`src/rtl/seg_pkg.sv`:
```
// Shared 7-segment encoding for the Basys3 display path.
// Patterns are active-low cathodes in bit6=a .. bit0=g order.
package seg_pkg;

  localparam logic [6:0] SEG_0     = 7'b0000001;
  localparam logic [6:0] SEG_1     = 7'b1001111;
  localparam logic [6:0] SEG_2     = 7'b0010010;
  localparam logic [6:0] SEG_3     = 7'b0000110;
  localparam logic [6:0] SEG_4     = 7'b1001100;
  localparam logic [6:0] SEG_5     = 7'b0100100;
  localparam logic [6:0] SEG_6     = 7'b0100000;
  localparam logic [6:0] SEG_7     = 7'b0001111;
  localparam logic [6:0] SEG_8     = 7'b0000000;
  localparam logic [6:0] SEG_9     = 7'b0000100;
  localparam logic [6:0] SEG_BLANK = 7'b1111111;

  localparam logic [3:0] DIGIT_NONE = 4'hF;

  typedef struct packed {
    logic [3:0] digit;
    logic       is_digit;
    logic       is_blank;
  } seg_decode_t;

endpackage

```
`src/rtl/seg_pattern_decode.sv`:
```
// Combinational inverse of the seg_pkg pattern table: cathode pattern to
// BCD digit plus digit/blank flags.
module seg_pattern_decode
  import seg_pkg::*;
(
  input  logic [6:0]  pattern,
  output seg_decode_t result
);

  always_comb begin
    // NOTE: every combinational output gets a default first so no path
    // through the case can leave it unassigned and infer a latch.
    result.digit    = DIGIT_NONE;
    result.is_digit = 1'b0;
    result.is_blank = 1'b0;
    case (pattern)
      SEG_0:     begin result.digit = 4'd0; result.is_digit = 1'b1; end
      SEG_1:     begin result.digit = 4'd1; result.is_digit = 1'b1; end
      SEG_2:     begin result.digit = 4'd2; result.is_digit = 1'b1; end
      SEG_3:     begin result.digit = 4'd3; result.is_digit = 1'b1; end
      SEG_4:     begin result.digit = 4'd4; result.is_digit = 1'b1; end
      SEG_5:     begin result.digit = 4'd5; result.is_digit = 1'b1; end
      SEG_6:     begin result.digit = 4'd6; result.is_digit = 1'b1; end
      SEG_7:     begin result.digit = 4'd7; result.is_digit = 1'b1; end
      SEG_8:     begin result.digit = 4'd8; result.is_digit = 1'b1; end
      SEG_9:     begin result.digit = 4'd9; result.is_digit = 1'b1; end
      SEG_BLANK: result.is_blank = 1'b1;
      default:   ;
    endcase
  end

endmodule

```
`src/rtl/seg_scan_decoder.sv`:
```
// Monitors the multiplexed 7-segment drive and rebuilds the per-position
// digit values the player actually sees.
module seg_scan_decoder
  import seg_pkg::*;
#(
  parameter int NUM_DIGITS    = 4,
  parameter int STABLE_CYCLES = 16,
  localparam int IDX_W = (NUM_DIGITS > 1) ? $clog2(NUM_DIGITS) : 1
) (
  input  logic                    clk,
  input  logic                    rst,
  input  logic [NUM_DIGITS-1:0]   anode,
  input  logic [6:0]              cathode,
  output logic [4*NUM_DIGITS-1:0] digits,
  output logic [NUM_DIGITS-1:0]   digit_valid,
  output logic [NUM_DIGITS-1:0]   digit_err,
  output logic                    update,
  output logic [IDX_W-1:0]        update_idx,
  output logic                    frame_done,
  output logic                    anode_fault
);

  localparam int CNT_W = 8;

  logic [NUM_DIGITS-1:0] s_anode;
  logic [6:0]            s_cathode;
  logic [CNT_W-1:0]      stable_cnt;
  logic [NUM_DIGITS-1:0] seen;
  logic [NUM_DIGITS-1:0] seen_set;
  logic [IDX_W-1:0]      sample_idx;
  logic                  raw_legal;
  logic                  raw_multi;
  logic                  raw_same;
  logic                  capture;
  seg_decode_t           dec;

  seg_pattern_decode u_decode (
    .pattern (s_cathode),
    .result  (dec)
  );

  // Legality and equality are judged on the incoming sample; the count
  // then says how many identical legal samples the sample register holds.
  assign raw_legal = ($countones(~anode) == 1);
  assign raw_multi = ($countones(~anode) > 1);
  assign raw_same  = (anode == s_anode) && (cathode == s_cathode);
  assign capture   = (stable_cnt == CNT_W'(STABLE_CYCLES - 1));
  assign seen_set  = seen | (NUM_DIGITS'(1) << sample_idx);

  always_comb begin
    sample_idx = '0;
    for (int i = 0; i < NUM_DIGITS; i++) begin
      if (!s_anode[i]) sample_idx = IDX_W'(i);
    end
  end

  always_ff @(posedge clk) begin
    // NOTE: state registers use non-blocking assignments so every read in
    // this block sees the pre-edge value regardless of statement order.
    if (rst) begin
      s_anode     <= '0;
      s_cathode   <= '0;
      stable_cnt  <= '0;
      seen        <= '0;
      digits      <= {NUM_DIGITS{DIGIT_NONE}};
      digit_valid <= '0;
      digit_err   <= '0;
      update      <= 1'b0;
      update_idx  <= '0;
      frame_done  <= 1'b0;
      anode_fault <= 1'b0;
    end else begin
      s_anode    <= anode;
      s_cathode  <= cathode;
      update     <= capture;
      frame_done <= 1'b0;

      if (!raw_legal || !raw_same) begin
        stable_cnt <= '0;
      end else if (stable_cnt != CNT_W'(STABLE_CYCLES)) begin
        stable_cnt <= stable_cnt + CNT_W'(1);
      end

      if (raw_multi) anode_fault <= 1'b1;

      // Counter saturates past the capture value, so a held pattern fires once.
      if (capture) begin
        digits[int'(sample_idx)*4 +: 4] <= dec.digit;
        digit_valid[sample_idx]         <= dec.is_digit;
        digit_err[sample_idx]           <= !dec.is_digit && !dec.is_blank;
        update_idx                      <= sample_idx;
        if (&seen_set) begin
          frame_done <= 1'b1;
          seen       <= '0;
        end else begin
          seen <= seen_set;
        end
      end
    end
  end

endmodule

```
`config.mk`:
```
export PLATFORM = sky130hd
export DESIGN_NAME = seg_scan_decoder
export DESIGN_NICKNAME = d
export VERILOG_FILES = /design/src/rtl/seg_pkg.sv /design/src/rtl/seg_pattern_decode.sv /design/src/rtl/seg_scan_decoder.sv
export SDC_FILE = /design/constraint.sdc
export NUM_CORES = 1
export LEC_CHECK = 0
export ABC_CLOCK_PERIOD_IN_PS = 4300
export CORE_MARGIN = 10
export CORE_UTILIZATION = 55
export DETAILED_ROUTE_END_ITERATION = 12
export HOLD_SLACK_MARGIN = 0.02
export PLACE_DENSITY = 0.83
export SYNTH_ARGS = -nofsm -noshare
export SYNTH_HDL_FRONTEND = slang
export SYNTH_SLANG_ARGS = --single-unit
```
`constraint.sdc`:
```
create_clock -name clk -period 4.3 [get_ports clk]
set_input_delay 0.86 -clock clk [delete_from_list [all_inputs] [get_ports clk]]
set_output_delay 0.86 -clock clk [all_outputs]
set_load 0.01 [all_outputs]
```
# Yosys cells after proc, flatten, opt, wreduce, memory -nomap -nowiden
# Cells that the tools add are included.
[totals]
mem_count = 0
latch_bits = 0
regBits = 52
ramBits = 0
output_inout_bits = 29
rom_bits = 0
word_cells = 64
[op_classes]
muxes = 12
magnitude_cmp = 3
shift = 3
n_reduce_logical = 12
n_div = 0
n_eq_ne = 15
multipliers = 0
n_addsub = 5
n_bitwise = 3
[ops]
columns = ["op", "count"]
rows = [
  ["5-bit case mux with 10 select lines", 1],
  ["4-bit negation with 33-bit output", 1],
  ["4-bit by 33-bit variable shift with 16-bit output (first input constant)", 1],
  ["4-bit by 33-bit indexed part select with 16-bit output", 1],
  ["32-bit by 2-bit equality test with 1-bit output (second input constant)", 1],
  ["7-bit equality test (second input constant)", 3],
  ["16-bit bitwise mux", 1],
  ["7-bit by 3-bit equality test with 1-bit output (second input constant)", 2],
  ["7-bit by 6-bit equality test with 1-bit output (second input constant)", 2],
  ["8-bit by 1-bit adder with 8-bit output (second input constant)", 1],
  ["4-bit bitwise mux", 2],
  ["8-bit by 4-bit equality test with 1-bit output (second input constant)", 1],
  ["8-bit by 5-bit != test with 1-bit output (second input constant)", 1],
  ["7-bit by 1-bit equality test with 1-bit output (second input constant)", 1],
  ["7-bit by 4-bit equality test with 1-bit output (second input constant)", 1],
  ["7-bit by 5-bit equality test with 1-bit output (second input constant)", 1],
  ["7-bit equality test", 1],
  ["7-bit zero test", 1],
  ["1-bit by 1-bit adder with 2-bit output", 2],
  ["4-bit equality test", 1],
  ["1-bit zero test", 4],
  ["1-bit 2-to-1 mux", 4],
  ["2-bit 2-to-1 mux", 2],
  ["4-bit 2-to-1 mux", 1],
  ["13 further kinds", 16],
]

# Logic depth before layout (Yosys ltp)
# Gate-level depths: netlist of run 1.
[logic_depth]
depth_word = 8
depth_mapped = 9

# Hierarchy
# From an unflattened synthesis of run 1, not the netlist that was laid out.
[hier_totals]
hier_cells = 261
area_unflattened_um2 = 2426.1
[by_module_without_submodules]
columns = ["module", "seq_area_each_um2", "cells_each", "instances", "area_each_um2"]
rows = [
  ["seg_scan_decoder", 1041.0, 213, 1, 2108.3],
  ["seg_pattern_decode", 0.0, 48, 1, 317.8],
]

# Worst setup path after synthesis of run 1
# OpenSTA, ideal clock, no wires.
[synth_timing]
kind = "input to register"
startpoint = "input port anode[0]"
endpoint = "register stable_cnt[5]"
path_slack_ns = 1.230
n_path_buf = 0
stages = 9
setup_time_ns = 0.080
t_required_ns = 4.220
arrival_time_ns = 2.990
path_cell_list = "fa_1 -> inv_1 -> ha_1 -> inv_1 -> ha_1 -> or4b_1 -> nor4_2 -> nand3_2 -> nor3b_1"
[synth_via]
elab_chain_len = 7
word_cells_on_any_way = 10
classes_between = "add/sub: 2; eq/ne: 2; bitwise: 1; reduce/logical: 5"
[synth_lines]
columns = ["element", "line_no", "text"]
rows = [
  ["start, declared", "seg_scan_decoder.sv:12", "input logic [NUM_DIGITS-1:0] anode,"],
  ["4-bit inverter", "seg_scan_decoder.sv:44", "assign raw_legal = ($countones(~anode) == 1);"],
  ["1-bit by 1-bit adder with 2-bit output (implied by the code)", "seg_scan_decoder.sv:44", ""],
  ["2-bit by 2-bit adder with 3-bit output (implied by the code)", "seg_scan_decoder.sv:44", ""],
  ["32-bit by 2-bit equality test with 1-bit output", "seg_scan_decoder.sv:44", ""],
  ["1-bit zero test", "seg_scan_decoder.sv:78", "if (!raw_legal || !raw_same) begin"],
  ["1-bit logical OR (*)", "seg_scan_decoder.sv:78", ""],
  ["2-bit OR reduction (no line) (*)", "-", ""],
  ["end signal, assigned", "seg_scan_decoder.sv:81", "stable_cnt <= stable_cnt + CNT_W'(1);"],
  ["end, declared", "seg_scan_decoder.sv:27", "logic [CNT_W-1:0] stable_cnt;"],
]
# Mark *: on every way between the ends. The rest lies on a longest branch, timed or not.
# A chain may end at the register's enable or synchronous reset.

# Worst setup path in the final report of run 1
# Ends and elaborated chain as after synthesis.

==> key figures, run 1 <==
Run status
  – Status: complete, no violations

Timing
  – Final setup fails: 0
  – Min Hold Slack: 464 ps
  – Setup Skew: 7.67 ps
  – Worst-Margin Slew: 582 ps
  – Final hold violations: 0
  – Min cycle time layout: 3420 ps
  – Relative slew slack: 60.9%
  – RSZ-0062 raised after global routing: no
  – Fin crit share: 79.5%
  – Fmax: 293 MHz
  – Final Max Tran Viols: 0
  – Setup Total Neg Slack: 0 ps

Clocking
  – CTS sink cnt: 52
  – Worst-path clk slew: 90 ps
  – Worst-skew pair later-pin latency: 300 ps
  – Root buffer cell: clkbuf_8
  – Clk buf depth: 2
  – H-tree level count: 2
  – CTS Buf Count: 5
  – Setup Buffers After CTS: 0
  – CTS tree: yes
  – CTS resizes: 0
  – # hold bufs at CTS: 0

Worst setup path
  – Reg2Reg Capture Point: seen[1]
  – WP buf/inv: 3
  – Reg2reg setup slack: 2340 ps
  – Crit. End Element: flop
  – Critical path's slowest cell: fa_1
  – Crit path cell chain: clkdlybuf4s50_1 > fa_1 > inv_1 > ha_1 > inv_1 > ha_1 > or4b_1 > nor4_2 > nand3_2 > nor3b_1
  – Reg2reg path depth: 5
  – Crit-path max FO: 8
  – Crit-path max cell delay: 560 ps
  – WP data arrival: 3640 ps
  – CP Data Required Time: 4530 ps
  – Worst r2r src: stable_cnt[1]
  – Crit start category: input port
  – Top Family by Delay on Critical Path: simple AND/OR/NAND/NOR gates
  – WS Path Type: in2reg

Routing
  – DRT iter0 DRCs: 162
  – DR vias/cell: 5.75
  – Final wirelength: 5290 um
  – Post-route DRC violation count: 0
  – Antenna-violating nets left: 0
  – Routed vias: 1,937
  – WL/cell: 15.7 um
  – DR pass1 iterations: 4

Global route
  – Initial antenna violation count: 0
  – Vias in the first global route: 1,938
  – Largest net degree at the start of global routing: 30
  – Global-route wire length before repair: 9290 um
  – Overflow after GRT: 0
  – All-Layer GR Usage: 15.2%

Synthesis
  – Synthesized area: 2290 um^2
  – Synthesized area per cell: 9.15 um^2
  – EDFF count, synth: 0
  – Synth top area share: 45.5%
  – Register area share after synthesis: 45.5%
  – Fraction of registers with async set/reset: 0%
  – Number of library cell types mapped by synthesis: 49
  – Cells after Synth: 250
  – Most frequent cell after synthesis: dfxtp_1
  – Cell taking the most area after synthesis: dfxtp_1
  – #FFs+latches synth: 52
  – Synth top area cells: dfxtp_1 46%, xor2_1 5.0%, nor3_1 3.7%, nand2_1 3.1%, nor2b_1 3.0%
  – Commonest cells post-synth: 52 x dfxtp_1, 19 x nand2_1, 17 x nor2_1, 17 x nor3_1, 13 x xor2_1
  – Dominant synthesized flop cell: dfxtp_1
  – Synth warn: 0
  – Syn nets: 269

Finish
  – Share of layout cells above drive strength 1: 5.23%
  – Final instance count without filler cells: 337
  – N_diodes: 0
  – Final nets: 305
  – Synth-to-Final Area Change: 23.9%
  – Final core utilization: 70.8%

Floorplanning
  – Die width: 84.5 um
  – Die area: 7140 um^2
  – Starting density of the core: 57.2%
  – Num rows: 23
  – Io pins: 42
  – CORE AREA: 4000 um^2
  – Die Ht: 84.5 um

Job
  – Max-cap violation count: 0

Placed design
  – Placed Instances: 329
  – Hpwl dp: 3900 um
  – PortBufs: 41
  – Gpl congestion: 0.856

Pwr
  – Worst vdd ir: 256 uV
  – LEAKAGE: 1.09 nW
  – PD cells: 328 nW/um^2

Hold path
  – Hold/Removal Path Class: reg2reg
  – WHS Path Cells: 2
  – Hold path endpoint: anode_fault
  – Hold Crit Start: anode_fault
[kinds of logic (layout without fill, tap and decap cells)]
logic type / after synthesis / after routing / share of synthesized area, %
and+or+nand+nor: 105 / 105 / 25.8
DFF: 52 / 52 / 45.5
AOI/OAI and AO/OA: 45 / 45 / 13.5
buffers and inverters: 23 / 60 / 4.27
xor gates and xnor gates: 18 / 18 / 6.89
adders and majority gates: 6 / 6 / 3.61
muxes: 1 / 1 / 0.438
[worst max path at each step]
stage / from / to / slack (ps) / cells past startpoint
after floorplan: anode[0] / stable_cnt[5] / 1230 / 9
after global placement: anode[0] / stable_cnt[5] / 650 / 10
after detailed placement: anode[0] / stable_cnt[2] / 540 / 10
after CTS: anode[0] / stable_cnt[6] / 860 / 10
after global routing: anode[0] / stable_cnt[5] / 640 / 10
final: anode[0] / stable_cnt[5] / 880 / 10
[where the power goes]
part           switching, mW  internal [mW]
Combinational         0.0386         0.0326
Sequential            0.0108          0.488
Clock                  0.155          0.205
Total                  0.205          0.726
[per-layer routing]
layer  share of wire [%]  vias up  global-route usage [%]
li1                    -      964                       -
met1                  44      904                    18.1
met2                  46       61                    24.4
met3                 8.2        8                    5.60
met4                 1.5        0                    5.84
met5                   0        -                       0
[cells in the final DEF (no fill, tap or decap), types with 2 or more instances in the layout]
cell type / count
o21ai_0: 7
a31oi_1: 8
or3_1: 5
a21oi_1: 6
dfxtp_1: 52
o21a_1: 2
xor2_1: 13
nor4_1: 2
and3_1: 4
nand3_1: 9
a311oi_1: 2
nand2b_1: 3
nand4_1: 2
clkdlybuf4s50_1: 41
nand4b_1: 2
nor2_1: 17
xnor2_1: 5
ha_1: 5
inv_1: 10
nor2b_1: 11
o211ai_1: 9
o32a_1: 2
a211oi_1: 3
or4b_1: 2
nor3_1: 17
nand2_1: 19
clkbuf_8: 7
[through the flow]
stage	instance area, um^2	total power [mW]	worst slack [ps]
6_report	2830	0.930	883
5_1_grt	2830	0.962	641
4_1_cts	2830	0.932	859
3_5_place_dp	2710	0.580	541
3_3_place_gp	2710	0.577	649
2_1_floorplan	2290	0.554	1230
[worst register-to-register path, stage by stage, from the launching register on]
cell and delay (ps):
dfxtp_1 410, ha_1 250, and4b_1 330, o211ai_1 180, a211oi_1 530, nor3_1 130
[flip-flops by register name, indices dropped and copies added (netlist names)]
signal,flops
update_idx,2
stable_cnt,8
s_anode,4
digit_valid,4
s_cathode,7
update,1
seen,4
anode_fault,1
frame_done,1
digit_err,4
digits,16
[final cells by class]
| class | instances | area (um^2) |
|---|---|---|
| Inverter | 10 | 37.5 |
| Tap cell | 50 | 62.6 |
| Timing Repair Buffer | 42 | 418 |
| Clock buffer | 7 | 96.3 |
| Clock inverter | 1 | 30.0 |
| Multi-Input combinational cell | 175 | 1150 |
| Sequential cell | 52 | 1040 |
| Fill cell | 313 | 1170 |
(Power assumes the default switching activity.)
==> run 2: changes to the inputs <==
--- a/config.mk
+++ b/config.mk
@@ -5,12 +5,12 @@
 export SDC_FILE = /design/constraint.sdc
 export NUM_CORES = 1
 export LEC_CHECK = 0
-export ABC_CLOCK_PERIOD_IN_PS = 4300
+export ABC_CLOCK_PERIOD_IN_PS = 3250
 export CORE_MARGIN = 10
-export CORE_UTILIZATION = 55
+export CORE_UTILIZATION = 51
 export DETAILED_ROUTE_END_ITERATION = 12
 export HOLD_SLACK_MARGIN = 0.02
-export PLACE_DENSITY = 0.83
+export PLACE_DENSITY = 0.78
 export SYNTH_ARGS = -nofsm -noshare
 export SYNTH_HDL_FRONTEND = slang
 export SYNTH_SLANG_ARGS = --single-unit
==> constraint.sdc (replaced) <==
create_clock -name clk -period 3.25 [get_ports clk]
set_input_delay 0.65 -clock clk [delete_from_list [all_inputs] [get_ports clk]]
set_output_delay 0.65 -clock clk [all_outputs]
set_load 0.01 [all_outputs]
==> run 2 against run 1 <==
  * Power is 31% higher
  * Via count decreased by 2.8%
  * Non-clock buffer count is 3 higher
  * Register-to-register slack worse by 1000 ps
  * Sequential power is 32% higher
  * Global-route usage fell by 1.4 points
  * Clock-buffer cell count down 1
  * Setup slack worse by 690 ps
  * Die area grew 6.0%
  * Hold slack got worse by 7.9 ps
  * Routed wire length down 5.0%
  * Sequential share of layout area down 0.39 points
==> key figures, run 2 (synthesis gave the netlist of run 1 again) <==
Global route
  – All-Layer GR Usage: 13.8% (-1.4 points)
  – Vias in the first global route: 1,801 (-7.1%)
  – Overflow after GRT: 0 (unchanged)
  – Largest net degree at the start of global routing: 29 (-3.3%)
  – Initial antenna violation count: 0 (unchanged)
  – Global-route wire length before repair: 8670 um (-6.8%)

Timing
  – Final hold violations: 0 (unchanged)
  – RSZ-0062 raised after global routing: no
  – Min cycle time layout: 3060 ps
  – Fmax: 327 MHz
  – Setup Total Neg Slack: 0 ps (unchanged)
  – Min Hold Slack: 456 ps (-7.87 ps)
  – Setup ws final: 192 ps (-691 ps)
  – Final Max Tran Viols: 0 (unchanged)
  – Final setup fails: 0 (unchanged)
  – Fin crit share: 94.1%
  – Relative slew slack: 60.2% (-0.66 points)
  – Setup Skew: 5.81 ps (-1.86 ps)
  – Worst-Margin Slew: 592 ps (+9.87 ps)

Finish
  – Largest registers: digits x16, stable_cnt x8, s_cathode x7
  – Final nets: 308 (+0.98%)
  – Share of layout cells above drive strength 1: 6.90% (+1.7 points)
  – Max reg flops: 16 (unchanged)
  – N_diodes: 0 (unchanged)
  – Final core utilization: 65.8% (-5.1 points)
  – Most frequent cells in the layout: 52 x dfxtp_1, 41 x clkdlybuf4s50_1, 19 x nand2_1
  – Synth-to-Final Area Change: 25.2%
  – Commonest non-fill, non-tap cell in the layout: dfxtp_1
  – Reg with most FFs: digits

Pwr
  – Worst vdd ir: 303 uV (+18%)
  – PD cells: 425 nW/um^2 (+29%)
  – Total Power: 1.22 mW (+31%)
  – LEAKAGE: 1.10 nW (+1.1%)

Run status
  – Status: complete, no violations

Clocking
  – H-tree level count: 2 (unchanged)
  – Worst-skew pair later-pin latency: 300 ps (about the same)
  – # hold bufs at CTS: 0 (unchanged)
  – Clk buf depth: 2 (unchanged)
  – CTS Buf Count: 5 (unchanged)
  – Root buffer cell: clkbuf_8
  – CTS tree: yes
  – CTS sink cnt: 52 (unchanged)
  – Worst-path clk slew: 90 ps (about the same)

Floorplanning
  – Io pins: 42 (unchanged)
  – Num rows: 24 (+4.3%)
  – Die width: 87.0 um (+2.9%)
  – Die area: 7560 um^2 (+6.0%)
  – CORE AREA: 4350 um^2 (+8.9%)
  – Die Ht: 87.0 um (+2.9%)
  – Starting density of the core: 52.5% (-4.6 points)

Routing
  – DR pass1 iterations: 4 (unchanged)
  – Routed vias: 1,883 (-2.8%)
  – Final wirelength: 5020 um (-5.0%)
  – DRT iter0 DRCs: 87 (-46%)
  – Antenna-violating nets left: 0 (unchanged)
  – Post-route DRC violation count: 0 (unchanged)
  – WL/cell: 14.7 um (-6.4%)
  – DR vias/cell: 5.51 (-4.2%)

Worst setup path
  – WP data arrival: 3290 ps (-350 ps)
  – Crit start category: input port
  – Reg2reg setup slack: 1300 ps (-1040 ps)
  – Crit-path max FO: 8 (unchanged)
  – Crit. End Element: flop
  – WS Path Type: in2reg
  – CP Data Required Time: 3490 ps (-1040 ps)

Placed design
  – PortBufs: 41 (unchanged)
  – Hpwl dp: 3740 um (-4.0%)
  – Post-place setup slack: -265 ps (-806 ps)
  – Gpl congestion: 0.872 (+1.8%)

Hold path
  – Hold/Removal Path Class: reg2reg

Job
  – Max-cap violation count: 0 (unchanged)
## run 2: where the power goes
part	internal, mW	switching (mW)
Sequential	0.645	0.0139
Combinational	0.0454	0.0509
Clock	0.252	0.209
Total	0.942	0.274
## run 2: path summary, 6_finish.rpt
check             cells past startpoint            end          start
hold / removal                        2    anode_fault    anode_fault
setup / recovery                     10  stable_cnt[5]       anode[0]
setup reg to reg                      5        seen[1]  stable_cnt[1]
hold reg to reg                       2    anode_fault    anode_fault
## run 2: cell type report
class	count	area [um^2]
Fill cell	378	1490
Clock buffer	6	82.6
Tap cell	52	65.1
Timing Repair Buffer	45	440
Sequential cell	52	1040
Inverter	10	37.5
Clock inverter	2	38.8
Multi-Input combinational cell	175	1160
## run 2: metrics by stage
step,cells,instance area (um^2)
6_report,342,2860
5_1_grt,342,2860
4_1_cts,342,2850
3_5_place_dp,334,2730
3_3_place_gp,334,2730
2_1_floorplan,250,2290
## run 2: what timing repair did
item                       4_1_cts  5_1_grt
setup endpoints to repair        0        7
resized for setup                0        2
setup buffers                    0        0
## run 2: worst max-delay path, stage by stage
cell	delay [ps]
clkdlybuf4s50_1	450
fa_1	560
inv_1	50
ha_1	190
inv_1	60
ha_1	210
or4b_1	520
nor4_2	170
nand3_2	200
nor3b_2	230
## run 2: metal layers
layer,up-vias,wire length (um),global-route usage [%]
li1,973,-,-
met1,857,2350,17.4
met2,48,2260,21.4
met3,5,354,4.68
met4,0,56,4.57
met5,-,0,0
